--- config.mk ---
export PLATFORM = sky130hd
export DESIGN_NAME = vga_sync_recover
export DESIGN_NICKNAME = d
export VERILOG_FILES = /design/src/rtl/vga_sync_recover.sv
export SDC_FILE = /design/constraint.sdc
export NUM_CORES = 1
export LEC_CHECK = 0
export CELL_PAD_IN_SITES_DETAIL_PLACEMENT = 1
export CELL_PAD_IN_SITES_GLOBAL_PLACEMENT = 2
export CORE_MARGIN = 1.5
export CORE_UTILIZATION = 36
export CTS_CLUSTER_DIAMETER = 120
export DETAILED_ROUTE_END_ITERATION = 7
export GPL_TIMING_DRIVEN = 0
export PLACE_DENSITY = 0.95
export SYNTH_ARGS = -nofsm -noshare
export SYNTH_HDL_FRONTEND = slang
export SYNTH_SLANG_ARGS = --single-unit
--- constraint.sdc ---
create_clock -name i_clk -period 6.57 [get_ports i_clk]
set_input_delay 1.971 -clock i_clk [delete_from_list [all_inputs] [get_ports i_clk]]
set_output_delay 1.971 -clock i_clk [all_outputs]
set_load 0.02 [all_outputs]
--- src/rtl/vga_sync_recover.sv ---
// Recovers x/y pixel coordinates and frame lock from a line/frame-active sync pair.
// Optional saturating error counter port o_err_count is enabled by defining VGA_SYNC_ERR_COUNT_EN.
module vga_sync_recover #(
    parameter int WIDTH         = 800,
    parameter int HEIGHT        = 525,
    parameter int WIDTH_ACTIVE  = 640,
    parameter int HEIGHT_ACTIVE = 480,
    parameter int LOCK_FRAMES   = 2
) (
    input  logic        i_clk,
    input  logic        i_rst_n,
    input  logic        i_hsync,
    input  logic        i_vsync,
    output logic        o_hsync,
    output logic        o_vsync,
    output logic [10:0] o_x,
    output logic [10:0] o_y,
    output logic        o_active,
    output logic        o_locked,
    output logic        o_line_err
`ifdef VGA_SYNC_ERR_COUNT_EN
    ,
    output logic [7:0]  o_err_count
`endif
);

    localparam logic [10:0] X_LAST = 11'(WIDTH - 1);
    localparam logic [10:0] Y_LAST = 11'(HEIGHT - 1);
    localparam logic [10:0] X_ACT  = 11'(WIDTH_ACTIVE);
    localparam logic [10:0] Y_ACT  = 11'(HEIGHT_ACTIVE);
    localparam logic [3:0]  LOCK_N = 4'(LOCK_FRAMES);

    typedef enum logic [1:0] {
        SEARCH,
        ACQUIRE,
        LOCKED
    } state_t;

    state_t      state_q, state_d;
    logic [3:0]  good_q, good_d;
    logic        ferr_q, ferr_d;

    logic        h_prev_q, v_prev_q;
    logic        hs_q, vs_q;
    logic [10:0] x_q, x_d;
    logic [10:0] y_q, y_d;
    logic        err_q, err_d;

    logic        h_rise, h_fall, v_rise, v_fall, wrap, viol;

    assign h_rise = i_hsync & ~h_prev_q;
    assign h_fall = ~i_hsync & h_prev_q;
    assign v_rise = i_vsync & ~v_prev_q;
    assign v_fall = ~i_vsync & v_prev_q;
    assign wrap   = (x_q == X_LAST);

    always_comb begin
        x_d = x_q + 11'd1;
        if (h_rise || wrap) begin
            x_d = '0;
        end

        y_d = y_q;
        if (v_rise) begin
            y_d = '0;
        end else if (x_d == '0) begin
            y_d = (y_q == Y_LAST) ? '0 : y_q + 11'd1;
        end

        // All violations in one sample collapse into a single error
        viol = (h_rise & ~wrap)
             | (wrap & ~h_rise)
             | (h_fall & (x_d != X_ACT))
             | (v_rise & ((y_q != Y_LAST) | ~h_rise))
             | (v_fall & (y_d != Y_ACT));
        err_d = viol & (state_q != SEARCH);
    end

    always_ff @(posedge i_clk or negedge i_rst_n) begin
        if (!i_rst_n) begin
            h_prev_q <= 1'b1;
            v_prev_q <= 1'b1;
            hs_q     <= 1'b0;
            vs_q     <= 1'b0;
            x_q      <= '0;
            y_q      <= '0;
            err_q    <= 1'b0;
        end else begin
            h_prev_q <= i_hsync;
            v_prev_q <= i_vsync;
            hs_q     <= i_hsync;
            vs_q     <= i_vsync;
            x_q      <= x_d;
            y_q      <= y_d;
            err_q    <= err_d;
        end
    end

    // ferr_q remembers an error somewhere in the frame that ends at the next vsync rise
    always_comb begin
        state_d = state_q;
        good_d  = good_q;
        ferr_d  = ferr_q;
        case (state_q)
            SEARCH: begin
                if (v_rise) begin
                    state_d = ACQUIRE;
                    good_d  = '0;
                    ferr_d  = 1'b0;
                end
            end
            ACQUIRE: begin
                if (v_rise) begin
                    ferr_d = 1'b0;
                    if (err_d || ferr_q) begin
                        good_d = '0;
                    end else begin
                        good_d = good_q + 4'd1;
                        if (good_q + 4'd1 == LOCK_N) begin
                            state_d = LOCKED;
                        end
                    end
                end else if (err_d) begin
                    good_d = '0;
                    ferr_d = 1'b1;
                end
            end
            LOCKED: begin
                if (err_d) begin
                    state_d = ACQUIRE;
                    good_d  = '0;
                    ferr_d  = ~v_rise;
                end
            end
            default: begin
                state_d = SEARCH;
                good_d  = '0;
                ferr_d  = 1'b0;
            end
        endcase
    end

    always_ff @(posedge i_clk or negedge i_rst_n) begin
        if (!i_rst_n) begin
            state_q <= SEARCH;
            good_q  <= '0;
            ferr_q  <= 1'b0;
        end else begin
            state_q <= state_d;
            good_q  <= good_d;
            ferr_q  <= ferr_d;
        end
    end

`ifdef VGA_SYNC_ERR_COUNT_EN
    logic [7:0] err_cnt_q;

    always_ff @(posedge i_clk or negedge i_rst_n) begin
        if (!i_rst_n) begin
            err_cnt_q <= '0;
        end else if (err_d && (err_cnt_q != 8'hFF)) begin
            err_cnt_q <= err_cnt_q + 8'd1;
        end
    end

    assign o_err_count = err_cnt_q;
`endif

    assign o_hsync    = hs_q;
    assign o_vsync    = vs_q;
    assign o_x        = x_q;
    assign o_y        = y_q;
    assign o_line_err = err_q;
    assign o_locked   = (state_q == LOCKED);
    assign o_active   = o_locked & hs_q & vs_q;

endmodule

* Word level (Yosys, flattened, before mapping)
Index checks and enable logic that the tools add are counted. W data, S select, Z words.
Word-level totals: flip-flop bits (word level) 34, input port bits 4, output and inout bits 27, logic and storage cells 78
Operators by class: add/sub/neg operators 3, equality and inequality tests 14, muxes and demuxes 20, bitwise operators 24, reduce and logical (&&, ||, !) cells 7
Operators with widths (count):
- $mux W11 | 4
- $add A11 B1 Y11 const B | 2
- $eq A11 B10 Y1 const B | 2
- $ne A11 B10 Y1 const B | 2
- $mux W4 | 4
- $and A1 B1 Y1 | 12
- $pmux W4 S3 | 1
- $logic_not A11 Y1 | 1
- $ne A11 B9 Y1 const B | 1
- $mux W2 | 5
- $ne A2 B2 Y1 const B | 4
- $not A1 Y1 | 7
- $pmux W2 S3 | 1
- $or A1 B1 Y1 | 5
- $reduce_and A5 Y1 | 1
- $add A4 B1 Y4 const B | 1
- $eq A4 B2 Y1 const B | 1
- $mux W1 | 4
- $ne A3 B3 Y1 const B | 1
- $pmux W1 S3 | 1
- $reduce_and A3 Y1 | 1
- $eq A2 B1 Y1 const B | 1
- $eq A2 B2 Y1 const B | 1
- $logic_not A2 Y1 | 1
- other kinds (3) | 4

* Logic depth before layout (Yosys ltp)
Gate-level depths: netlist (run 1).
depth in word-level cells 15, mapped depth 13, gate-level depth less buffers 12

* Least setup slack after synthesis (run 1)
OpenSTA, ideal clock, no wires.
path type input to register, start point in i_hsync, end point reg ferr_q, library setup time 0.126 ns, arrival 3.880 ns, data required time 6.444 ns, path slack 2.564 ns, cell stages on the path 10, path buffers 1, cell sequence nand2b_1 ha_1 clkbuf_1 nor3_1 a21o_1 a311oi_1 a2111oi_4 a31o_4 and3_1 a311o_1
Between the ends: longest elaborated chain between the ends 12, elaborated cells between the ends (all ways) 25, classes of those cells eq/ne (4); mux (3); bitwise (15); reduce/logical (3)
Ends and longest elaborated chain:
- start, declared | line 12 | input logic i_hsync,
- $and A1 B1 Y1 | line 51 | assign h_rise = i_hsync & ~h_prev_q;
- $logic_or A1 B1 Y1 | line 59 | if (h_rise || wrap) begin
- $mux W11 | line 59
- $logic_not A11 Y1 | line 66 | end else if (x_d == '0) begin
- $mux W11 | line 66
- $mux W11 | line 64 | if (v_rise) begin
- $ne A11 B9 Y1 | line 75 | | (v_fall & (y_d != Y_ACT));
- $and A1 B1 Y1 | line 75
- $or A1 B1 Y1 (*) | line 75
- $and A1 B1 Y1 (*) | line 76 | err_d = viol & (state_q != SEARCH);
- $ne A3 B3 Y1 (no source line) / $ne A2 B1 Y1 (equally long branches)
- $reduce_and A3 Y1 (no source line) (*)
- end signal, assigned | line 151 | ferr_q <= ferr_d;
- end, declared | line 41 | logic ferr_q, ferr_d;
Mark *: on every way between the ends. The rest lies on a longest branch, timed or not. A chain may end at the register's enable or synchronous reset.

* Worst setup path in the final report (run 1)
Ends and elaborated chain as after synthesis.

==> key figures, run 1 <==
Layout
  – Final nets: between 300 and 400
  – ANT cells: 0
  – Area growth from synthesis to layout: 19.8%
  – Fin util: 45.0%
  – Non-Filler Instances: between 300 and 400
  – Final instance area: roughly 2900 sq um
  – Fillers: a little under 800
  – Layout cells sized above 1: slightly above 7%

Clock tree
  – Clock root buffer: clkbuf_8
  – Max H-tree Level: 2
  – TritonCTS clock tree: built
  – Clk_lat worst skew: around 0.29 ns
  – Clock sink total: 34
  – Clock buffer depth: 2
  – Hold Buf Count CTS: 0
  – Post-CTS setup buffers: 0
  – Post-CTS Resized: 0
  – TritonCTS Buffers: 5
  – Clk pin slew, worst setup/hold paths: 0.08 ns

Run status
  – Status: finished, final reports clean

Logic synthesis
  – EDFF count, synth: 0
  – Post-synthesis cell area: 2400 sq um
  – Synth Net Count: between 200 and 300
  – Count of state elements after synthesis: 34
  – Ys flop type: dfrtp_1
  – Synth top area share: between 30% and 40%
  – Post-synth top area cell: dfrtp_1
  – Ys Warns: 0
  – Syn Inst Count: 279
  – Post-synthesis sequential area ratio: roughly 36%
  – Top cells by area, synth: dfrtp_1 33%, ha_1 4.7%, nor2_1 4.2%, a21oi_1 3.3%, nand3_1 3.1%
  – Syn_area_per_cell: approximately 8.6 sq um
  – Post-synth ARST share: 100%
  – Synth unique cells: 60

STA
  – Finish-stage setup viols: 0
  – Relative slew slack: between 40% and 50%
  – Worst-Margin Slew: about 0.80 ns
  – Worst Skew: ~0.01 ns
  – RSZ-0062 raised after global routing: false
  – Worst hold margin: between 0.5 and 0.6 ns
  – Final period utilization: between 70% and 80%
  – Clock period minus final worst setup slack: ~4.7 ns
  – Setup TNS: 0 ns
  – Slew Viols, Final: 0
  – Final Hold Vio Count: 0
  – Fmax: 0.213 GHz

Run
  – Max-cap violations: 0

Routing
  – Met3 WL post-DR: approximately 120 microns
  – Vias: around 2300
  – Routed wire per std cell: 16.7 microns
  – Max layer used: met4
  – DR pass1 iterations: 4
  – Final wirelength: between 6000 and 7000 microns
  – Post-DRT Antenna Nets: 0
  – Vias/cell: roughly 5.7
  – Initial DRC count: 95
  – Routed wl met2: 3160 microns
  – Post-route DRC: 0
  – WL met1: 3220 microns

Setup path
  – Critical path class: in -> reg
  – Crit path arrival time: about 4.9 ns
  – Crit path max fanout: 10
  – CP endpoint kind: flip-flop
  – Worst path cell trace: clkdlybuf4s50_1 -> nand2b_1 -> ha_1 -> clkbuf_1 -> nor2_1 -> a311oi_1 -> a22oi_1 -> a2111oi_4 -> a31o_4 -> nand2_2 -> a311o_1
  – Worst endpoint required time: 6.75 ns
  – CP max stage cell: clkdlybuf4s50_1
  – Worst Setup Start Kind: input port
  – CP peak stage delay: approximately 0.47 ns

Place
  – Placed Area: 2790 sq um
  – Post-DP HPWL: ~4900 microns
  – Buffers added on ports: 30
  – Placed insts: 386
  – Gpl congestion: ~0.8

GRT
  – Initial antenna violation count: 0
  – Global Route Usage Sum: a little under a fifth
  – Overflow after GRT: 0
  – Largest net degree at the start of global routing: 35
  – First-pass GRT wire length: approximately 11000 microns
  – Vias in the first global route: around 2300

Pwr
  – Leakage: approximately 1.2 nW
  – Max VDD drop: approximately 0.00013 V
  – Switching Fraction: 41.6%
  – PD cells: 280 nW/um^2
  – Sequential cell fraction of total power: a little over a third
  – Combinational power share: a little under half
  – Clock Power Share: around a fifth
  – P_sw: 0.335 mW
  – Int Power: approximately 0.47 mW

Floorplanning
  – Core footprint: about 6400 sq um
  – Die W: between 80 and 90 microns
  – IO Pins: 31
  – Initial Util: ~38%
  – Die height: between 80 and 90 microns
  – Cell row count: 29
  – Die area: approximately 7200 sq um

Worst hold path
  – Hold Path Class: reg -> reg
[Yosys cell counts (7+ instances only)]
library cell and instances:
a21oi_1 16, and2_1 7, and3_1 7, clkbuf_1 13
dfrtp_1 32, ha_1 9, inv_1 16, nand2_1 16
nand3_1 15, nand4_1 10, nor2_1 27, o21ai_0 14
xnor2_1 7, xor2_1 8
[power by group through the flow]
stage	registers, mW	logic, mW	clock network (mW)
2_1_floorplan	0.310	0.216	0
3_3_place_gp	0.288	0.355	0
3_5_place_dp	0.289	0.364	0
4_1_cts	0.285	0.367	0.160
5_1_grt	0.291	0.404	0.169
6_report	0.285	0.365	0.155
[registers in the layout, summed over array words and instances, names as in the netlist]
signal,flops
ferr_q,1
good_q,4
h_prev_q,1
o_hsync,1
o_line_err,1
o_vsync,1
o_x,11
o_y,11
state_q,2
v_prev_q,1
[through the flow]
stage                     worst slack [ns]  total power, mW
after global placement                1.62            0.643
after detailed placement              1.57            0.653
after CTS                             1.88            0.812
after floorplan                       2.56            0.527
after global routing                  1.65            0.864
final                                 1.87            0.805
[cell usage in the layout, fill, tap and decap left out, types with 8 or more instances in the layout]
master	count
a21oi_1	16
inv_1	16
xor2_1	8
nand3_1	15
clkdlybuf4s50_1	29
dfrtp_1	32
nor2_1	27
nand4_1	10
clkbuf_1	14
ha_1	9
nand2_1	16
o21ai_0	14
[metal layers]
layer  up-vias  global-route usage (%)
met5         -                       0
met4         0                    5.72
li1       1098                       -
met1      1127                    26.5
met2        22                    31.0
met3         4                    2.95
[logic make-up after synthesis]
| logic type | count (synthesis) | synth area share [%] |
|---|---|---|
| fa+ha+maj | 9 | 4.69 |
| xor+xnor | 15 | 5.47 |
| simple gates | 123 | 29.0 |
| flops | 34 | 35.6 |
| compound gates | 67 | 20.3 |
| buf+inv | 31 | 4.95 |
[critical path: cells and delay by family]
family	cells	cell delay, ns
compound gates	5	1.50
fa+ha+maj	1	0.19
simple gates	3	0.34
buf+inv	2	0.87
[cell type report]
type                       count  area [sq um]  area share [%]
inverter                      16          60.1            2.09
multi-input combinational    214          1430            49.7
tap                           77          96.3            3.35
sequential                    34           853            29.7
clock inverter                 2          10.0           0.348
timing repair buffer          30           295            10.3
buffer                        15          58.8            2.05
clock buffer                   6          72.6            2.53
[worst paths after layout]
kind	cells past startpoint	to	slack, ns	startpoint
min	1	state_q[1]	0.55	state_q[1]
max in group asynchronous	1	o_y[4]	4.29	i_rst_n
min reg2reg	1	state_q[1]	0.55	state_q[1]
min in group asynchronous	1	state_q[0]	1.76	i_rst_n
max reg2reg	13	ferr_q	2.91	o_x[0]
max	11	ferr_q	1.87	i_hsync
No activity file was read; power rests on OpenSTA's default activity.
==> run 2, diff against run 1 <==
CORE_UTILIZATION = 34   (was 36)
PLACE_DENSITY = 0.93   (was 0.95)
clock period = 4.5 ns   (was 6.57 ns; I/O delays follow)
==> run 2 against run 1 <==
Clock skew shrank 0.0021 ns. Hold slack gained 0.0030 ns. Count of clock-buffer cells in the layout is the same. Flip-flop and latch count is the same. Setup slack lost 1.5 ns. Sequential power grew 46%. Largest power group unchanged. Clock power grew 61%. Die area grew 5.7%. Critical path type unchanged. Cell count grew 4.8%. Final area grew 1.3%.
==> key figures, run 2 (synthesized netlist as in run 1, its figures left out) <==
Floorplanning
  – Die W: 87.0 microns (was 84.6 microns)
  – IO Pins: 31 (unchanged)
  – Core footprint: 6790 sq um (was 6390 sq um)
  – Die area: 7570 sq um (was 7160 sq um)
  – Initial Util: 35.3% (was 37.6%)
  – Die height: 87.0 microns (was 84.6 microns)
  – Cell row count: 30 (was 29)

Routing
  – DR pass1 iterations: 4 (unchanged)
  – Vias: 2243 (was 2251)
  – Post-route DRC: 0 (unchanged)
  – Post-DRT Antenna Nets: 0 (unchanged)
  – Initial DRC count: 94 (was 95)
  – Final wirelength: 6660 microns (was 6570 microns)
  – Routed wire per std cell: 16.1 microns (was 16.7 microns)
  – Vias/cell: 5.43 (was 5.71)

STA
  – Worst Skew: 0.00823 ns (was 0.0103 ns)
  – Fmax: 0.242 GHz
  – Worst-Margin Slew: 0.787 ns (was 0.800 ns)
  – Slew Viols, Final: 0 (unchanged)
  – Clock period minus final worst setup slack: ~4.1 ns
  – RSZ-0062 raised after global routing: false (unchanged)
  – Worst hold margin: 0.555 ns (was 0.552 ns)
  – Setup TNS: 0 ns (unchanged)
  – Final worst slack: 0.362 ns (was 1.87 ns)
  – Finish-stage setup viols: 0 (unchanged)
  – Final Hold Vio Count: 0 (unchanged)
  – Relative slew slack: 47.5% (was 46.7%)
  – Final period utilization: about 90%

Clock tree
  – Clock sink total: 34 (unchanged)
  – Max H-tree Level: 2 (unchanged)
  – Hold Buf Count CTS: 0 (unchanged)
  – Post-CTS setup buffers: 0 (unchanged)
  – Clk pin slew, worst setup/hold paths: 0.07 ns (was 0.08 ns)
  – Clock root buffer: clkbuf_8 (unchanged)
  – TritonCTS clock tree: built (unchanged)
  – Clock buffer depth: 2 (unchanged)
  – TritonCTS Buffers: 5 (unchanged)
  – Clk_lat worst skew: 0.30 ns (was 0.29 ns)
  – Post-CTS Resized: 0 (unchanged)

Pwr
  – Clock Power Share: 20.8% (was 19.2%)
  – Sequential cell fraction of total power: 34.7% (was 35.4%)
  – Int Power: 0.702 mW (was 0.470 mW)
  – Combinational power share: 44.6% (was 45.4%)
  – Tot Pwr: 1.20 mW (was 0.805 mW)
  – Leakage: 1.19 nW (about the same)
  – PD cells: 412 nW/um^2 (was 280 nW/um^2)
  – Max VDD drop: 0.000235 V (was 0.000135 V)
  – P_sw: 0.496 mW (was 0.335 mW)
  – Switching Fraction: 41.4% (was 41.6%)

GRT
  – Overflow after GRT: 0 (unchanged)
  – First-pass GRT wire length: 11500 microns (was 11100 microns)
  – Global Route Usage Sum: 19.5% (was 19.2%)
  – Initial antenna violation count: 0 (unchanged)
  – Vias in the first global route: 2383 (was 2256)
  – Largest net degree at the start of global routing: 35 (unchanged)

Place
  – Buffers added on ports: 30 (unchanged)
  – Post-DP HPWL: 4990 microns (was 4870 microns)
  – Dpl ws: 0.0626 ns (was 1.57 ns)
  – Placed insts: 405 (was 386)
  – Gpl congestion: 0.792 (was 0.800)

Setup path
  – Worst Setup Start Kind: input port (unchanged)
  – Critical path class: in -> reg (unchanged)
  – Worst endpoint required time: 4.68 ns (was 6.75 ns)
  – Crit path max fanout: 10 (unchanged)
  – Crit path arrival time: 4.31 ns (was 4.88 ns)
  – CP endpoint kind: flip-flop (unchanged)

Layout
  – Most common cell after layout, fill and taps aside: dfrtp_1 (unchanged)
  – Area growth from synthesis to layout: 21.3% (was 19.8%)
  – ANT cells: 0 (unchanged)
  – Final nets: 329 (unchanged)
  – Most frequent cells in the layout: 32 x dfrtp_1, 29 x clkdlybuf4s50_1, 27 x nor2_1 (unchanged)
  – Layout cells sized above 1: 7.57% (was 7.26%)
  – Non-Filler Instances: 413 (was 394)

Run
  – Max-cap violations: 0 (unchanged)

Worst hold path
  – Hold Path Class: reg -> reg (unchanged)

Run status
  – Status: finished, final reports clean (unchanged)
-- run 2: changes by cell type in the layout (fill, tap and decap cells not counted), sizes merged --
cell and delta:
clkinv -1, clkinvlp +1
-- run 2: area by class of cell --
cell class,instances,area (sq um)
sequential,34,853
fill,811,3880
inverter,16,60.1
buffer,15,58.8
timing repair buffer,30,295
tap,96,120
multi-input combinational,214,1430
clock inverter,2,12.5
clock buffer,6,82.6
-- run 2: worst max-delay path: stages --
cell	delay, ns
clkdlybuf4s50_1	0.47
nand2b_1	0.18
ha_1	0.19
clkbuf_1	0.41
nor2_1	0.10
a311oi_1	0.36
a22oi_1	0.16
a2111oi_4	0.44
a31o_4	0.26
nand2_2	0.06
a311o_1	0.30
-- run 2: per-layer routing --
| layer | wire length (microns) | GRT usage (%) | part of all wire (%) | up-vias |
|---|---|---|---|---|
| met3 | 211 | 3.32 | 3.2 | 7 |
| met2 | 3120 | 31.9 | 47 | 29 |
| li1 | - | - | - | 1104 |
| met5 | 0 | 0 | 0 | - |
| met1 | 3240 | 26.4 | 49 | 1103 |
| met4 | 76 | 5.43 | 1.1 | 0 |
-- run 2: power by group through the flow --
| stage | Clock, mW | Combinational, mW | Sequential [mW] |
|---|---|---|---|
| 2_1_floorplan | 0 | 0.316 | 0.453 |
| 3_3_place_gp | 0 | 0.522 | 0.419 |
| 3_5_place_dp | 0 | 0.535 | 0.422 |
| 4_1_cts | 0.256 | 0.536 | 0.416 |
| 5_1_grt | 0.272 | 0.593 | 0.425 |
| 6_report | 0.249 | 0.534 | 0.415 |
-- run 2: path summary, 6_finish.rpt --
path	from	endpoint	slack, ns	cells past startpoint
worst max-delay path	i_hsync	ferr_q	0.36	11
worst min register to register	state_q[1]	state_q[1]	0.56	1
min in group asynchronous	i_rst_n	o_y[9]	1.13	1
worst max register to register	o_x[0]	ferr_q	0.81	13
worst min-delay path	state_q[1]	state_q[1]	0.56	1
max in group asynchronous	i_rst_n	o_y[5]	2.87	1
-- run 2: per-stage QoR --
step / area (sq um) / util, %
2_1_floorplan: 2400 / -
3_3_place_gp: 2820 / 41.5
3_5_place_dp: 2820 / 41.4
4_1_cts: 2910 / 42.8
5_1_grt: 2910 / 42.8
6_report: 2910 / 42.8
==> run 3, diff against run 2 <==
CTS_CLUSTER_SIZE = 28   (was unset)
GPL_ROUTABILITY_DRIVEN = 0   (was unset)
==> results of run 3 <==
No change in the layout: final DEF, timing and power equal those of run 2.
==> edit (config.mk and constraints of run 2) <==
Register the inputs `i_hsync` and `i_vsync` before use, without a reset. The logic sees them one clock later.
--- a/src/rtl/vga_sync_recover.sv
+++ b/src/rtl/vga_sync_recover.sv
@@ -36,6 +36,14 @@
         LOCKED
     } state_t;
 
+    logic i_hsync_q;
+    logic i_vsync_q;
+
+    always_ff @(posedge i_clk) begin
+        i_hsync_q <= i_hsync;
+        i_vsync_q <= i_vsync;
+    end
+
     state_t      state_q, state_d;
     logic [3:0]  good_q, good_d;
     logic        ferr_q, ferr_d;
@@ -48,10 +56,10 @@
 
     logic        h_rise, h_fall, v_rise, v_fall, wrap, viol;
 
-    assign h_rise = i_hsync & ~h_prev_q;
-    assign h_fall = ~i_hsync & h_prev_q;
-    assign v_rise = i_vsync & ~v_prev_q;
-    assign v_fall = ~i_vsync & v_prev_q;
+    assign h_rise = i_hsync_q & ~h_prev_q;
+    assign h_fall = ~i_hsync_q & h_prev_q;
+    assign v_rise = i_vsync_q & ~v_prev_q;
+    assign v_fall = ~i_vsync_q & v_prev_q;
     assign wrap   = (x_q == X_LAST);
 
     always_comb begin
@@ -86,10 +94,10 @@
             y_q      <= '0;
             err_q    <= 1'b0;
         end else begin
-            h_prev_q <= i_hsync;
-            v_prev_q <= i_vsync;
-            hs_q     <= i_hsync;
-            vs_q     <= i_vsync;
+            h_prev_q <= i_hsync_q;
+            v_prev_q <= i_vsync_q;
+            hs_q     <= i_hsync_q;
+            vs_q     <= i_vsync_q;
             x_q      <= x_d;
             y_q      <= y_d;
             err_q    <= err_d;
Behaviour: not the same (Yosys sat finds a counterexample within 4 cycles, from zero or initial values and one cycle with i_rst_n low).
==> edit against run 2 <==
Worst hold slack lost 0.20 ns; die area grew 1.6%; clock power increased by 15%; wire length hardly changed; count of clock-buffer cells in the layout unchanged; synthesized cell count rose by 0.72%; setup slack better by 0.39 ns; total power shrank 3.8%; sequential cell count rose by 2; largest cell class unchanged; cell area is 1.8% higher; synthesized area rose by 1.7%.
==> edit: results (changes against run 2) <==
stage;metric;value;unit;change
final_layout;final_nets;331;;+0.61%
logic_synthesis;seq_area_frac_synth;0.366;;+0.0106
global_routing;grt_usage;0.183;;-0.0117
placement;dp_cells;407;;+0.49%
final_layout;seq_cells;36;;+5.9%
final_layout;sh_seq_area;0.302;;+0.00831
worst_setup_path;cp_slowest_cell;a311oi_1;;
detailed_routing;dr.first_iter.drc_count;111;;+18%
logic_synthesis;yosys.area_share.adder;0.0462;;-0.000770
logic_synthesis;yosys-top-cells-area;dfrtp_1 (33%), ha_1 (4.6%), nor2_1 (4.2%), a21oi_1 (3.3%), nand3_1 (3.1%);;
worst_setup_path;arrival;3.91;ns;-0.40 ns
placement;pre_cts_slack;0.785;ns;+0.723 ns
status;status;completed;;
logic_synthesis;synth.avg_cell_area;8.68;sq um;+0.94%
global_routing;grt_pass1_wl;11200;microns;-2.6%
sta;setup_ws;0.752;ns;+0.390 ns
logic_synthesis;synthArstFlopShare;0.944;;-0.0556
worst_setup_path;path_class;flop to flop;;
global_routing;grt_pass1_vias;2287;;-4.0%
logic_synthesis;syn_nets;294;;+0.68%
sta;skew;0.00855;ns;+0.000324 ns
power;ir_worst_vdd;0.235;mV;-0.26%
detailed_routing;routed_wl;6660;microns;about the same
final_layout;clock_area_frac;0.0363;;+0.00364
power;leakagePower;1.23;nW;+3.2%
logic_synthesis;synth.distinct_cells;61;;+1.7%
==> edit: per-layer routing <==
| metal | global-route usage | up-vias | share of wire | routed length (microns) |
|---|---|---|---|---|
| met3 | 0.0236 | 4 | 0.025 | 165 |
| met5 | 0 | - | 0 | 0 |
| met4 | 0.0404 | 0 | 0.0072 | 48 |
| met2 | 0.310 | 44 | 0.48 | 3220 |
| li1 | - | 1103 | - | - |
| met1 | 0.250 | 1116 | 0.48 | 3230 |
==> edit: where the power goes <==
part | total (mW) | switching, mW | internal (mW)
registers | 0.420 | 0.0537 | 0.366
clock network | 0.286 | 0.122 | 0.165
logic | 0.445 | 0.257 | 0.189
==> edit: worst paths after layout <==
| check | to | cells past startpoint |
|---|---|---|
| min in group asynchronous | o_x[3] | 1 |
| max | ferr_q | 13 |
| min | h_prev_q | 0 |
| max reg2reg | ferr_q | 13 |
| max in group asynchronous | o_y[5] | 1 |
| min reg2reg | h_prev_q | 0 |
==> edit: worst reg2reg max path: stages, from the launching register on <==
cell and delay, ns:
dfrtp_1 0.45, ha_1 0.31, and4_1 0.22, clkbuf_1 0.17
nand4_1 0.15, ha_1 0.18, clkbuf_1 0.36, nor3_1 0.12
a21o_1 0.17, a311oi_1 0.65, a2111oi_4 0.10, a31o_4 0.31
and3_1 0.16, a311o_1 0.27
==> edit: cell families (layout without fill, tap and decap cells) <==
logic type                 after synthesis  in the layout
DFF                                     36             36
and+or+nand+nor                        123            123
AOI/OAI and AO/OA                       67             67
buffers and inverters                   31             69
adders and majority gates                9              9
xor gates and xnor gates                15             15
